--- src/rtl/fetch_stage.sv ---
// Instruction-fetch stage: owns the fetch PC, the req/ack instruction-memory
// handshake and the IF/ID pipeline register feeding decode.
module fetch_stage #(
    parameter logic [31:0] RESET_PC  = 32'h0000_0000,
    parameter logic [31:0] NOP_INSTR = 32'hE1A0_0000
) (
    input  logic        clk,
    input  logic        reset,
    input  logic        stall_f,
    input  logic        flush_d,
    input  logic        branch_taken,
    input  logic [31:0] branch_target,
    output logic        imem_req,
    output logic [31:0] imem_addr,
    input  logic        imem_ack,
    input  logic [31:0] imem_rdata,
    output logic [31:0] instr_d,
    output logic [31:0] pc_d,
    output logic [31:0] r15_d,
    output logic        valid_d
);

    typedef enum logic [1:0] {
        S_FETCH = 2'd0,
        S_HOLD  = 2'd1,
        S_DROP  = 2'd2
    } state_t;

    state_t      state_q, state_d;
    logic [31:0] pc_f_q, pc_f_d;
    logic [31:0] buf_instr_q, buf_instr_d;
    logic [31:0] buf_pc_q, buf_pc_d;
    logic [31:0] pend_target_q, pend_target_d;
    logic        req_out_q, req_out_d;

    logic [31:0] if_instr_q, if_instr_d;
    logic [31:0] if_pc_q, if_pc_d;
    logic [31:0] if_r15_q, if_r15_d;
    logic        if_valid_q, if_valid_d;

    logic [31:0] target;
    logic        ack;
    logic        deliver;
    logic [31:0] deliver_instr;
    logic [31:0] deliver_pc;
    logic        unused_target_bits;

    // Redirect targets are always word aligned.
    assign target             = {branch_target[31:2], 2'b00};
    assign unused_target_bits = ^branch_target[1:0];

    always_comb begin
        state_d       = state_q;
        pc_f_d        = pc_f_q;
        buf_instr_d   = buf_instr_q;
        buf_pc_d      = buf_pc_q;
        pend_target_d = pend_target_q;
        req_out_d     = 1'b0;
        imem_req      = 1'b0;
        imem_addr     = pc_f_q;
        ack           = 1'b0;
        deliver       = 1'b0;
        deliver_instr = imem_rdata;
        deliver_pc    = pc_f_q;

        case (state_q)
            S_FETCH: begin
                // A request already on the bus stays up until acked.
                imem_req = req_out_q | ~stall_f;
                ack      = imem_req & imem_ack;
                if (ack) begin
                    if (branch_taken) begin
                        pc_f_d = target;
                    end else begin
                        pc_f_d = pc_f_q + 32'd4;
                        if (stall_f) begin
                            buf_instr_d = imem_rdata;
                            buf_pc_d    = pc_f_q;
                            state_d     = S_HOLD;
                        end else begin
                            deliver = 1'b1;
                        end
                    end
                end else if (branch_taken) begin
                    if (imem_req) begin
                        pend_target_d = target;
                        state_d       = S_DROP;
                    end else begin
                        pc_f_d = target;
                    end
                end else begin
                    req_out_d = imem_req;
                end
            end
            S_HOLD: begin
                if (branch_taken) begin
                    pc_f_d  = target;
                    state_d = S_FETCH;
                end else if (!stall_f && !flush_d) begin
                    // A flush only clears IF/ID; the buffered word waits.
                    deliver       = 1'b1;
                    deliver_instr = buf_instr_q;
                    deliver_pc    = buf_pc_q;
                    state_d       = S_FETCH;
                end
            end
            S_DROP: begin
                imem_req = 1'b1;
                ack      = imem_ack;
                if (ack) begin
                    pc_f_d  = branch_taken ? target : pend_target_q;
                    state_d = S_FETCH;
                end else if (branch_taken) begin
                    pend_target_d = target;
                end
            end
            default: begin
                state_d = S_FETCH;
            end
        endcase

        if (reset) begin
            imem_req = 1'b0;
        end
    end

    always_comb begin
        if_instr_d = if_instr_q;
        if_pc_d    = if_pc_q;
        if_r15_d   = if_r15_q;
        if_valid_d = if_valid_q;
        if (flush_d || branch_taken) begin
            if_instr_d = NOP_INSTR;
            if_valid_d = 1'b0;
        end else if (stall_f) begin
            if_valid_d = if_valid_q;
        end else if (deliver) begin
            if_instr_d = deliver_instr;
            if_pc_d    = deliver_pc;
            if_r15_d   = deliver_pc + 32'd8;
            if_valid_d = 1'b1;
        end else begin
            if_instr_d = NOP_INSTR;
            if_valid_d = 1'b0;
        end
    end

    always_ff @(posedge clk) begin
        if (reset) begin
            state_q       <= S_FETCH;
            pc_f_q        <= RESET_PC;
            buf_instr_q   <= 32'd0;
            buf_pc_q      <= 32'd0;
            pend_target_q <= 32'd0;
            req_out_q     <= 1'b0;
            if_instr_q    <= NOP_INSTR;
            if_pc_q       <= 32'd0;
            if_r15_q      <= 32'd0;
            if_valid_q    <= 1'b0;
        end else begin
            state_q       <= state_d;
            pc_f_q        <= pc_f_d;
            buf_instr_q   <= buf_instr_d;
            buf_pc_q      <= buf_pc_d;
            pend_target_q <= pend_target_d;
            req_out_q     <= req_out_d;
            if_instr_q    <= if_instr_d;
            if_pc_q       <= if_pc_d;
            if_r15_q      <= if_r15_d;
            if_valid_q    <= if_valid_d;
        end
    end

    assign instr_d = if_instr_q;
    assign pc_d    = if_pc_q;
    assign r15_d   = if_r15_q;
    assign valid_d = if_valid_q;

endmodule

--- config.mk ---
export PLATFORM = sky130hd
export DESIGN_NAME = fetch_stage
export DESIGN_NICKNAME = d
export VERILOG_FILES = /design/src/rtl/fetch_stage.sv
export SDC_FILE = /design/constraint.sdc
export NUM_CORES = 1
export LEC_CHECK = 0
export ABC_CLOCK_PERIOD_IN_PS = 2700
export CORE_ASPECT_RATIO = 2
export CORE_UTILIZATION = 40
export DETAILED_ROUTE_END_ITERATION = 7
export PLACE_DENSITY = 0.63
export SYNTH_ARGS = -nofsm -noshare
export SYNTH_HDL_FRONTEND = slang
export SYNTH_SLANG_ARGS = --single-unit
--- constraint.sdc ---
create_clock -name clk -period 2.7 [get_ports clk]
set_input_delay 0.54 -clock clk [delete_from_list [all_inputs] [get_ports clk]]
set_output_delay 0.54 -clock clk [all_outputs]
set_load 0.01 [all_outputs]
; ---- Word level (Yosys, flattened, before mapping)
; Cells that the tools add are included.
[totals]
inputBits = 70
register_bits = 228
word_cells = 84
out_inout_bits = 130
[classes]
eq_ne = 14
reduce_logical = 14
n_mux = 38
add_sub_neg = 2
bitwise_logic = 6
[op_table]
columns = cell, n
row1 = 2-to-1 mux 32 bit, 18
row2 = one-hot mux 32 bit (3 select lines), 1
row3 = one-hot mux 32 bit (2 select lines), 1
row4 = "adder 32 x 3 -> 32 bit, second input constant", 1
row5 = "adder 32 x 4 -> 32 bit, second input constant", 1
row6 = "!= test 3 bit, second input constant", 6
row7 = 2-to-1 mux 2 bit, 8
row8 = "!= test 2 bit, second input constant", 6
row9 = AND reduction 5 bit, 2
row10 = 2-to-1 mux 1 bit, 7
row11 = one-hot mux 2 bit (3 select lines), 1
row12 = AND reduction 6 bit, 1
row13 = inverter 1 bit, 4
row14 = one-hot mux 1 bit (2 select lines), 2
row15 = AND reduction 4 bit, 1
row16 = OR reduction 4 bit, 1
row17 = AND reduction 3 bit, 1
row18 = nonzero test 3 bit, 1
row19 = "equality test 2 x 1 -> 1 bit, second input constant", 1
row20 = "equality test 2 bit, second input constant", 1
row21 = logical NOT 1 bit, 2
row22 = logical NOT 2 bit, 1
row23 = nonzero test 2 bit, 1
row24 = OR reduction 2 bit, 1
row25 = 4 further kinds, 4

; ---- Longest topological paths before layout
; Gate-level depths: netlist (run 1).
[logic_depth]
word_depth = 6
mapped_depth = 12
depth_no_buf = 8

; ---- Worst setup path before layout (run 1)
; OpenSTA, ideal clock, no wires.
[synth_timing]
kind = input port to flip-flop
start = input port stall_f
end = register if_r15_q[30] (netlist: r15_d[30])
arrival_ps = 2863
setup_slack_ps = -234
required_ps = 2630
cell_stages = 8
path_cell_list = buf_6 > or4b_1 > or4_1 > buf_2 > a222oi_1 > a21o_1 > nand3_1 > a21oi_1
[synth_between]
elab_chain_cells = 6
[synth_rtl]
columns = item, line
row1 = start: declaration, 9  ; input logic stall_f,
row2 = logical NOT 1 bit / inverter 1 bit (equally long branches), -
row3 = logical AND 1 bit / bitwise OR 1 bit (equally long branches), "99, 69"
row4 = 2-to-1 mux 32 bit (tied with other cells), 99  ; end else if (!stall_f && !flush_d) begin
row5 = 2-to-1 mux 32 bit (tied with other cells), 96  ; if (branch_taken) begin
row6 = 2-to-1 mux 32 bit / one-hot mux 1 bit (2 select lines) (equally long branches), 66  ; case (state_q)
row7 = adder 32 x 4 -> 32 bit / AND reduction 3 bit (equally long branches), -
row8 = end signal: assignment, 169  ; if_r15_q <= if_r15_d;
row9 = end: declaration, 38  ; logic [31:0] if_r15_q, if_r15_d;
; Parallel ways exist; a longest one is shown, timed or not.
; A chain may end at the register's enable or synchronous reset.

; ---- Worst setup path in the final report (run 1)
[layout_timing]
start = register state_q[1]
end = register if_r15_q[20] (netlist: r15_d[20])
[layout_between]
elab_chain_cells = 3
[layout_rtl]
columns = item, line
row1 = start: declaration, 29  ; state_t state_q, state_d;
row2 = start signal: assignment, 161  ; state_q <= state_d;
row3 = equality test 2 x 1 -> 1 bit / logical NOT 2 bit (equally long branches), 66
row4 = 2-to-1 mux 32 bit / one-hot mux 1 bit (2 select lines) (equally long branches), 66
row5 = adder 32 x 4 -> 32 bit / AND reduction 3 bit (equally long branches), -
; Parallel ways exist; a longest one is shown, timed or not.

==> metrics.txt, run 1 <==
H-Tree Depth=1; CTS Sinks=225; cell taking the most area after synthesis=dfxtp_1; worst setup path category=reg2reg; Syn Area/Cell=7.58 sq um; Num CTS Buffers=22; GR Overflow Total=0; clock buffer depth=3; endpoints failing setup=0; cells after synthesis=1464; Yosys Warn Count=0; slowest CP cell=or4b_4; dpl hpwl=26100 um; Rel. slew slack=0.504; CP Capture Type=flop; Tmin final=2.58 ns; Seq/Total Area, Yosys=0.406; Setup WS pre-CTS=-0.543 ns; Root Buffer=clkbuf_16; via count of the first global-routing pass=10800; setup slack, reg-to-reg=0.12 ns; wire per inst=17.9 um; top cells by area, synth=dfxtp_1, nand2_1, a21oi_1, nor2_1, mux2i_1; core area=27100 sq um; largest net degree at the start of global routing=67; most used flip-flop cell after synthesis=dfxtp_1; worst r2r path cells=9; Worst Hold Class=in2reg; hold slack final=0.243 ns; post-synthesis register bit count=225; final net count=1744; Worst-path clk slew=0.07 ns; Clock Latency Late Sink=0.53 ns; Buf/Inv on CP=2; CP required=3.12 ns; top-count cell post-synth=nand2_1; status=complete, no violations; post-synthesis mux area share=0.0736; Slew @ Worst Pin=0.744 ns; Die X=120 um; maximum clock frequency=0.388 GHz; First DRT Iteration DRCs=642; Layout Skew=0.0181 ns; Max Cap Violations=0; Final GP Congestion=0.900; Crit. path cell count=9; hold path startpoint=reset; Routed WL=36400 um; crit path cell chain=inv_2, ha_4, or4b_4, or4_4, buf_6, a22o_4, nor3b_2, mux2i_1, a31o_2; synth cell count leaders=nand2_1, dfxtp_1, a21oi_1; input/output buffers=197; post-route cell area=14800 sq um; initial core utilization=0.409; worst-path fanout max=6; largest family of logic cells by synthesized area=simple AND/OR/NAND/NOR gates; die span in y=238 um; Detailed Routing Iterations Pass 1=5; PnR worst setup slack=0.123 ns; pwr dens=635 nW/um^2; Cell Area, Synth=11100 sq um; initial antenna violation count=0; share of the synthesized area in the top cell type=0.406; reg2reg start=state_q[1]$_SDFFE_PP0P_; LEAKAGE=5.34 nW; complex-gate fraction of the synthesized area=0.211; reg2reg end=r15_d[20]$_SDFFE_PP0P_; Die ar.=28500 sq um; max-slew violations=0; share of cells above drive strength 1=0.122; WHS Path Cells=2; critical path launch point type=flop; setup TNS=0 ns; post-synthesis adder-cell area fraction=0.00563; ANT nets after route=0; post-synthesis simple-gate area fraction=0.234; FFs w/ async S/R, synth=0; ant diodes=0; library cells used by synthesis=63; first-pass GRT wire length=57400 um; placed inst area=14000 sq um; Hold EP=pend_target_q[31]$_SDFFE_PP0P_; num rows=85; RSZ-0062 raised after global routing=true; CTS tree=done; Top delay family on crit path=simple AND/OR/NAND/NOR gates; IO Pins=200; Final Hold Fails=0; Arr. time, crit path=3.00 ns; Avg Vias per Cell=5.53; syn nets=1539; Peak VDD IR=0.000423 V; fillers=2597; EDFF count, synth=0; XOR/XNOR share of the synthesized area=0.0189; synth-to-layout area growth=33.6%; # DRC=0; vias post-DR=11200; Design Power=9.42 mW; Total Routing Usage GR=0.253; CP peak stage delay=0.50 ns; # hold bufs at CTS=0; Tcrit/Tclk final=0.954
cells by family (layout without fill, tap and decap cells):
| group | after synthesis | count (layout) |
|---|---|---|
| buffers and inverters | 147 | 368 |
| adders and majority gates | 5 | 5 |
| and+or+nand+nor | 608 | 608 |
| AOI/OAI and AO/OA | 377 | 377 |
| muxes | 78 | 78 |
| xor gates and xnor gates | 24 | 24 |
| DFF | 225 | 225 |
cell type report:
type | instances | area (sq um) | area share
Clock inverter | 10 | 111 | 0.00750
Sequential cell | 225 | 4510 | 0.304
Tap cell | 348 | 435 | 0.0293
Inverter | 14 | 52.6 | 0.00354
Clock buffer | 30 | 621 | 0.0418
Timing Repair Buffer | 314 | 3010 | 0.203
Multi-Input combinational cell | 1092 | 6110 | 0.412
routing by layer:
| metal | track usage | up-vias | routed length, um |
|---|---|---|---|
| met2 | 0.482 | 318 | 19600 |
| met1 | 0.265 | 5294 | 13700 |
| li1 | - | 5530 | - |
| met3 | 0.0238 | 94 | 1300 |
| met4 | 0.141 | 0 | 1810 |
| met5 | 0 | - | 0 |
metrics by stage:
| stage | util | cells |
|---|---|---|
| after global routing | 0.547 | 2033 |
| after floorplan | - | 1464 |
| after global placement | 0.515 | 1987 |
| after CTS | 0.546 | 2029 |
| final | 0.547 | 2033 |
| after detailed placement | 0.515 | 1987 |
cells in the final DEF, fill, tap and decap left out, types with 9 or more instances in the layout:
cell             instances
a22o_1                  13
inv_1                   13
nor2_1                 153
a22oi_1                 15
nand2_1                309
nand4_1                 12
a211oi_1                36
clkdlybuf4s50_1        194
o22ai_1                  9
mux2_2                  29
a31oi_1                  9
o21ai_0                 47
mux2i_1                 49
buf_12                  10
and3_1                  13
nor3_1                  21
xor2_1                  11
nand3_1                 54
buf_4                  103
dfxtp_1                224
clkbuf_16               22
a21oi_1                181
xnor2_1                 13
timing repair:
item	in CTS	in global routing
endpoints found under the setup margin	39	27
cloned	1	0
pin swaps	3	3
setup buffers	1	4
resized for setup	15	3
where the power goes:
part / internal (mW) / total [mW] / switching, mW
registers: 3.51 / 3.71 / 0.204
clock network: 1.81 / 3.17 / 1.36
logic: 1.17 / 2.54 / 1.37
worst max path at each step:
stage	startpoint	endpoint	slack (ns)
after global placement	flush_d	r15_d[20]$_SDFFE_PP0P_	-0.55
final	state_q[1]$_SDFFE_PP0P_	r15_d[20]$_SDFFE_PP0P_	0.12
after global routing	state_q[1]$_SDFFE_PP0P_	r15_d[30]$_SDFFE_PP0P_	-0.007
after CTS	state_q[0]$_SDFFE_PP0P_	imem_req	0.04
after detailed placement	flush_d	r15_d[20]$_SDFFE_PP0P_	-0.54
after floorplan	stall_f	r15_d[29]$_SDFFE_PP0P_	-0.16
state kept, by name, indices dropped and copies added, names as in the netlist:
signal,cells
buf_instr_q,32
buf_pc_q,32
imem_addr,32
instr_d,32
pc_d,32
pend_target_q,32
r15_d,29
req_out_q,1
state_q,2
valid_d,1
worst register-to-register path: stages, from the launching register on:
cell     delay [ns]
dfxtp_1        0.32
inv_2          0.07
ha_4           0.15
or4b_4         0.50
or4_4          0.43
buf_6          0.15
a22o_4         0.28
nor3b_2        0.24
mux2i_1        0.10
a31o_2         0.21
Note: power is estimated with default switching activity, not from simulation.
==> run 2: changes to the inputs <==
--- a/config.mk
+++ b/config.mk
@@ -6,6 +6,7 @@
 export NUM_CORES = 1
 export LEC_CHECK = 0
 export ABC_CLOCK_PERIOD_IN_PS = 2700
+export CAP_MARGIN = 0
 export CORE_ASPECT_RATIO = 2
 export CORE_UTILIZATION = 40
 export DETAILED_ROUTE_END_ITERATION = 7
==> results of run 2 <==
Same layout as run 1: the final DEF is identical, and so are final timing and power.
